--- src/rtl/move_pkg.sv ---
// Shared types for the pushbutton move controller: direction codes, FSM states, helpers.
// Latency: n/a (types and pure functions only).
// Backpressure: n/a.
package move_pkg;

  // Move direction as presented on move_dir.
  typedef enum logic [1:0] {
    DIR_U = 2'b00,
    DIR_D = 2'b01,
    DIR_L = 2'b10,
    DIR_R = 2'b11
  } move_dir_t;

  // Move FSM states.
  typedef enum logic [1:0] {
    IDLE = 2'b00,
    PEND = 2'b01,
    LOCK = 2'b10
  } move_state_t;

  // Bit positions inside the {U,D,L,R} button vector.
  localparam int NUM_BTN = 4;
  localparam int BTN_U   = 3;
  localparam int BTN_D   = 2;
  localparam int BTN_L   = 1;
  localparam int BTN_R   = 0;

  localparam logic [7:0] DROP_MAX = 8'hFF;

  // Number of press events present in one cycle (0..4).
  function automatic logic [2:0] count_events(input logic [NUM_BTN-1:0] ev);
    logic [2:0] n;
    n = 3'd0;
    for (int i = 0; i < NUM_BTN; i++) begin
      n = n + {2'b00, ev[i]};
    end
    return n;
  endfunction

  // Fixed-priority winner U > D > L > R. Caller guarantees at least one bit set.
  function automatic move_dir_t pick_dir(input logic [NUM_BTN-1:0] ev);
    move_dir_t d;
    if (ev[BTN_U])      d = DIR_U;
    else if (ev[BTN_D]) d = DIR_D;
    else if (ev[BTN_L]) d = DIR_L;
    else                d = DIR_R;
    return d;
  endfunction

  // Saturating add of a small per-cycle drop count onto the 8-bit counter.
  function automatic logic [7:0] sat_add(input logic [7:0] acc, input logic [2:0] inc);
    logic [8:0] sum;
    sum = {1'b0, acc} + {6'b000000, inc};
    return sum[8] ? DROP_MAX : sum[7:0];
  endfunction

endpackage

--- src/rtl/btn_debounce.sv ---
// One-button conditioner: 2-flop synchroniser followed by a stability counter.
// Latency: level follows a clean raw change DB_CYCLES+2 edges after the first sampling edge.
// Backpressure: none; free-running, consumes the raw level every cycle.
//
// Ports:
//   clk   - core clock, rising edge
//   clr   - asynchronous active-high reset
//   btn   - raw asynchronous button level (1 = pressed)
//   level - debounced level, registered
module btn_debounce #(
  parameter int DB_CYCLES = 4
) (
  input  logic clk,
  input  logic clr,
  input  logic btn,
  output logic level
);

  // Counter compares against the target in 8 bits; DB_CYCLES is limited to 2..255.
  localparam logic [7:0] DB_TARGET = 8'(DB_CYCLES);

  logic       sync_meta;
  logic       sync_out;
  logic [7:0] cnt;
  logic [7:0] cnt_inc;

  assign cnt_inc = cnt + 8'd1;

  always_ff @(posedge clk or posedge clr) begin
    if (clr) begin
      sync_meta <= 1'b0;
      sync_out  <= 1'b0;
      cnt       <= 8'd0;
      level     <= 1'b0;
    end else begin
      sync_meta <= btn;
      sync_out  <= sync_meta;
      // Any cycle of agreement restarts the stability window, so a bounce
      // shorter than DB_CYCLES never moves the debounced level.
      if (sync_out == level) begin
        cnt <= 8'd0;
      end else if (cnt_inc == DB_TARGET) begin
        level <= ~level;
        cnt   <= 8'd0;
      end else begin
        cnt <= cnt_inc;
      end
    end
  end

endmodule

--- src/rtl/move_input_ctrl.sv ---
// Turns four raw pushbuttons into single move commands with a valid/ready handshake.
// Latency: move_valid rises DB_CYCLES+3 edges after the first edge sampling a clean press.
// Backpressure: move held stable until move_ready; presses arriving meanwhile are dropped and counted.
//
// Ports:
//   clk        - core clock, rising edge
//   clr        - asynchronous active-high reset
//   btnU..btnR - raw asynchronous button levels (1 = pressed)
//   move_ready - consumer accepts the pending move this cycle
//   move_valid - a move command is pending (high exactly in PEND)
//   move_dir   - 00=U 01=D 10=L 11=R, stable while move_valid
//   btn_db     - debounced levels {U,D,L,R}
//   drop_cnt   - saturating count of discarded press events
module move_input_ctrl
  import move_pkg::*;
#(
  parameter int DB_CYCLES = 4
) (
  input  logic       clk,
  input  logic       clr,
  input  logic       btnU,
  input  logic       btnD,
  input  logic       btnL,
  input  logic       btnR,
  input  logic       move_ready,
  output logic       move_valid,
  output logic [1:0] move_dir,
  output logic [3:0] btn_db,
  output logic [7:0] drop_cnt
);

  logic [NUM_BTN-1:0] btn_raw;
  logic [NUM_BTN-1:0] db_prev;
  logic [NUM_BTN-1:0] press;
  logic [2:0]         press_num;
  logic [2:0]         drop_now;
  move_state_t        state;
  move_dir_t          dir_q;

  assign btn_raw = {btnU, btnD, btnL, btnR};

  // ---------------------------------------------------------------------------
  // Per-button synchroniser + debounce
  // ---------------------------------------------------------------------------
  for (genvar i = 0; i < NUM_BTN; i++) begin : g_db
    btn_debounce #(
      .DB_CYCLES(DB_CYCLES)
    ) u_btn_debounce (
      .clk  (clk),
      .clr  (clr),
      .btn  (btn_raw[i]),
      .level(btn_db[i])
    );
  end

  // ---------------------------------------------------------------------------
  // Edge detection and drop accounting
  // ---------------------------------------------------------------------------
  // Only rising debounced edges are events; releases are ignored.
  assign press     = btn_db & ~db_prev;
  assign press_num = count_events(press);

  // In IDLE one event wins and the rest are dropped. In PEND (including the
  // cycle that hands off to LOCK) and in LOCK every event is dropped.
  always_comb begin
    drop_now = 3'd0;
    if (state == IDLE) begin
      if (press_num != 3'd0) begin
        drop_now = press_num - 3'd1;
      end
    end else begin
      drop_now = press_num;
    end
  end

  // ---------------------------------------------------------------------------
  // Move FSM with registered outputs
  // ---------------------------------------------------------------------------
  always_ff @(posedge clk or posedge clr) begin
    if (clr) begin
      state      <= IDLE;
      move_valid <= 1'b0;
      dir_q      <= DIR_U;
      drop_cnt   <= 8'd0;
      db_prev    <= '0;
    end else begin
      db_prev  <= btn_db;
      drop_cnt <= sat_add(drop_cnt, drop_now);
      case (state)
        IDLE: begin
          if (|press) begin
            dir_q      <= pick_dir(press);
            state      <= PEND;
            move_valid <= 1'b1;
          end
        end
        PEND: begin
          if (move_ready) begin
            state      <= LOCK;
            move_valid <= 1'b0;
          end
        end
        LOCK: begin
          // Wait for every button to be released before arming again.
          if (btn_db == 4'b0000) begin
            state <= IDLE;
          end
        end
        default: begin
          state      <= IDLE;
          move_valid <= 1'b0;
        end
      endcase
    end
  end

  assign move_dir = dir_q;

endmodule

--- config.mk ---
export PLATFORM = sky130hd
export DESIGN_NAME = move_input_ctrl
export DESIGN_NICKNAME = d
export VERILOG_FILES = /design/src/rtl/move_pkg.sv /design/src/rtl/btn_debounce.sv /design/src/rtl/move_input_ctrl.sv
export SDC_FILE = /design/constraint.sdc
export NUM_CORES = 1
export LEC_CHECK = 0
export BUFFER_PORTS_ARGS = -buffer_cell sky130_fd_sc_hd__buf_2
export CORE_MARGIN = 1
export CORE_UTILIZATION = 60
export CTS_CLUSTER_DIAMETER = 40
export DETAILED_ROUTE_END_ITERATION = 16
export PLACE_DENSITY = 0.76
export SLEW_MARGIN = 20
export SYNTH_ARGS = -nofsm -noshare
export SYNTH_HDL_FRONTEND = slang
export SYNTH_SLANG_ARGS = --single-unit
--- constraint.sdc ---
create_clock -name clk -period 3.81 [get_ports clk]
set_input_delay 0 -clock clk [delete_from_list [all_inputs] [get_ports clk]]
set_output_delay 0 -clock clk [all_outputs]
set_load 0.01 [all_outputs]
==> results.md <==
- Die width: around 73 um
- EDFF count, synth: 0
- Placed cells: between 300 and 400
- Hold Vio Cnt, Final: 0
- Synth Area in Compound Gates: 7.33%
- Post-layout utilization of the core: ~72%
- Inserted Clock Buffers: 9
- Layout Cell Area excl Fill: about 3500 sq um
- Area contributors post-synth: dfrtp_1 (51%), ha_1 (6.2%), xor2_1 (5.5%), xnor2_1 (4.6%), nor2_1 (4.1%)
- Worst Tran Pin Value: 0.681 ns
- Clk root buf: clkbuf_8
- I/O Buffers: 21
- Synth Area in Simple Gates: 18.3%
- Area of the core: between 4000 and 5000 sq um
- LEAKAGE: approximately 1.7 nW
- Vias in the first global route: approximately 1900
- Final WL: between 4 and 5 mm
- Hpwl dp: around 3.4 mm
- Drc violations: 0
- Status: completed
- CP Launch Type: flip-flop
- CTS tree: yes
- Worst-Skew Late Latency: roughly 0.33 ns
- TNS Setup: 0 ns
- CP Cell Sequence: nand2b_1 -> inv_1 -> fa_1 -> ha_1 -> ha_1 -> nor2_1 -> ha_1 -> nor2_1 -> mux2_2 -> ha_1 -> inv_1 -> fa_1 -> inv_1 -> a21oi_1 -> nor2_1 -> nand3_2 -> nand2b_1
- Vias per inst: roughly 5.3
- Mapped Nets: 312
- DRT antenna net count: 0
- Post-synthesis mux area share: under 10%
- Commonest non-fill, non-tap cell in the layout: dfrtp_1
- Clock Power Share: 26.0%
- Slew Viols, Final: 0
- CTS HTree Levels: 3
- CP required: approximately 4.0 ns
- IR drop worst, VDD: 0.558 mV
- Type of the tightest min-delay check: in2async
- Crit path largest cell delay: around 0.48 ns
- Die height: roughly 73 um
- CTS Sinks: 61
- Antenna violations before repair: 0
- Initial DRC count: roughly 110
- TritonRoute pass-1 iters: 4
- Syn Std Cell Area: roughly 3000 sq um
- Synth Area in Adders: under 10%
- Pin count of the biggest net entering global routing: 33
- Family with the most delay on the worst path: adder cells
- Via Count: a little over 2000
- Post-CTS Setup Inserts: 0
- Syn avg cell area: approximately 10 sq um
- Layout area overhead: 14.4%
- CTS max path bufs: 2
- Initial core utilization: a little over three fifths
- WL/cell: around 13 um
- Clock transition at path regs: around 0.06 ns
- Net Sw Frac: 35.2%
- Synth cell types: 37
- Post-Synth XOR/XNOR Area: approximately 10%
- GRT Overall Usage: a little over a fifth
- FMAX: around 0.28 GHz
- Final #Nets: 342
- Antenna diode count: 0
- Final period utilization: 93.3%
- I/O pin cnt: 22
- Critical path class: reg2reg
- Net Switching: 0.861 mW
- Register area share after synthesis: approximately half
- Top cell by count, worst path: ha_1
- Row cnt: 25
- Seq pwr share: 39.2%
- CP max stage cell: fa_1
- Max-cap violations: 0
- Crit path arrival time: approximately 3.8 ns
- Unrepaired setup endpoints after global routing: no
- Internal power: between 1.5 and 2 mW
- Relative slew slack: between 50% and 60%
- Gr ovfl total: 0
- Number of synthesized register bits: 61
- Combinational power share: about a third
- PwrDens: about 710 nW/um^2
- Biggest area consumer among synthesized cells: dfrtp_1
- Worst Path Max Fanout: 6
- Finished Layout Cells: a little under 400
- Setup crit end kind: flip-flop
- Final setup vio count: 0
- DP Area: between 3000 and 4000 sq um
- First-pass GRT wire length: between 8 and 9 mm
- Final setup skew: 0.00525 ns
- Layout cells sized above 1: ~16%
- Most frequent cells in the layout: dfrtp_1 (61), nor2_1 (33), buf_2 (21)
- Asr flop ratio synth: between 90% and 100%
- Die ar.: roughly 5300 sq um
- Crit path time final: around 3.6 ns
- Yosys warning count: 0
- Ys flop type: dfrtp_1
- Largest family of logic cells by synthesized area: simple AND/OR/NAND/NOR gates
- Placer Congestion: roughly 0.79
- WP buf/inv: 3
- Area share of the largest cell type after synthesis: around half
- Syn Inst Count: between 200 and 300
## flip-flops by register name, summed over array words and instances, names as in the netlist
name	count
move_valid	1
g_db.u_btn_debounce.cnt	32
db_prev	4
g_db.u_btn_debounce.level	4
g_db.u_btn_debounce.sync_out	4
state	2
move_dir	2
drop_cnt	8
g_db.u_btn_debounce.sync_meta	4
## cell type report
class,instances,area [sq um]
tap,67,83.8
clock inverter,4,70.1
timing repair buffer,28,173
clock buffer,12,155
fill,362,1330
sequential,61,1530
multi-input combinational,201,1380
inverter,17,63.8
## logic make-up after synthesis
| group | after synthesis |
|---|---|
| multiplexers | 6 |
| buffers and inverters | 26 |
| AND/OR/NAND/NOR | 110 |
| XOR/XNOR | 35 |
| AO/OA/AOI/OAI | 33 |
| adder cells (fa/ha/maj) | 17 |
| flip-flops | 61 |
## through the flow
step                      hold slack, ns  setup slack (ns)  total power, mW
after global routing               0.312            0.0345             2.62
after global placement             0.103             0.407             1.76
final                              0.277             0.257             2.44
after detailed placement           0.107             0.257             1.79
after floorplan                   0.0314             0.600             1.58
after CTS                          0.289             0.205             2.47
## layer usage
layer,global-route usage [%],wire length [um]
met3,5.11,121
met5,0,0
met4,12.4,107
met1,28.7,2400
met2,33.0,2330
## cells in the mapped netlist, drive strengths merged, types with 2 or more instances
master   number
fa            2
a211oi        3
inv          17
a31oi         3
nand2b        4
a21oi         9
ha           15
and3          4
nor2         34
buf           4
xnor2        16
o21ba         2
nor3         11
nand2        19
xor2         19
nand3        16
nor3b         3
and4          4
nand4         2
a2bb2oi       2
o21ai         5
o31ai         3
nor2b        12
mux2          6
dfrtp        61
clkbuf        5
## worst paths after layout
path | endpoint | cells past startpoint | slack (ns) | startpoint
max in group asynchronous | g_db[0].u_btn_debounce.sync_out | 4 | 2.70 | clr
setup / recovery | drop_cnt[0] | 17 | 0.26 | g_db[3].u_btn_debounce.level
min in group clk | g_db[0].u_btn_debounce.sync_meta | 2 | 0.31 | btnR
setup reg to reg | drop_cnt[0] | 17 | 0.26 | g_db[3].u_btn_debounce.level
hold reg to reg | g_db[2].u_btn_debounce.sync_out | 0 | 0.35 | g_db[2].u_btn_debounce.sync_meta
hold / removal | g_db[2].u_btn_debounce.cnt[2] | 3 | 0.28 | clr
## tightest hold or removal path, stage by stage
cell and delay, ns:
dlygate4sd3_1 0.53, buf_2 0.12, inv_2 0.43
## what timing repair did
item                                    4_1_cts  5_1_grt
resized for setup                             0        1
endpoints found under the hold margin        36        0
endpoints found under the setup margin        0        6
hold buffers                                  6        0
## power groups by stage
stage / Combinational (mW) / Clock, mW / Sequential (mW)
after floorplan: 0.632 / 0 / 0.945
after CTS: 0.860 / 0.655 / 0.957
after global placement: 0.802 / 0 / 0.958
final: 0.851 / 0.636 / 0.958
after detailed placement: 0.827 / 0 / 0.967
after global routing: 0.970 / 0.676 / 0.978
No activity file was read; power rests on OpenSTA's default activity.
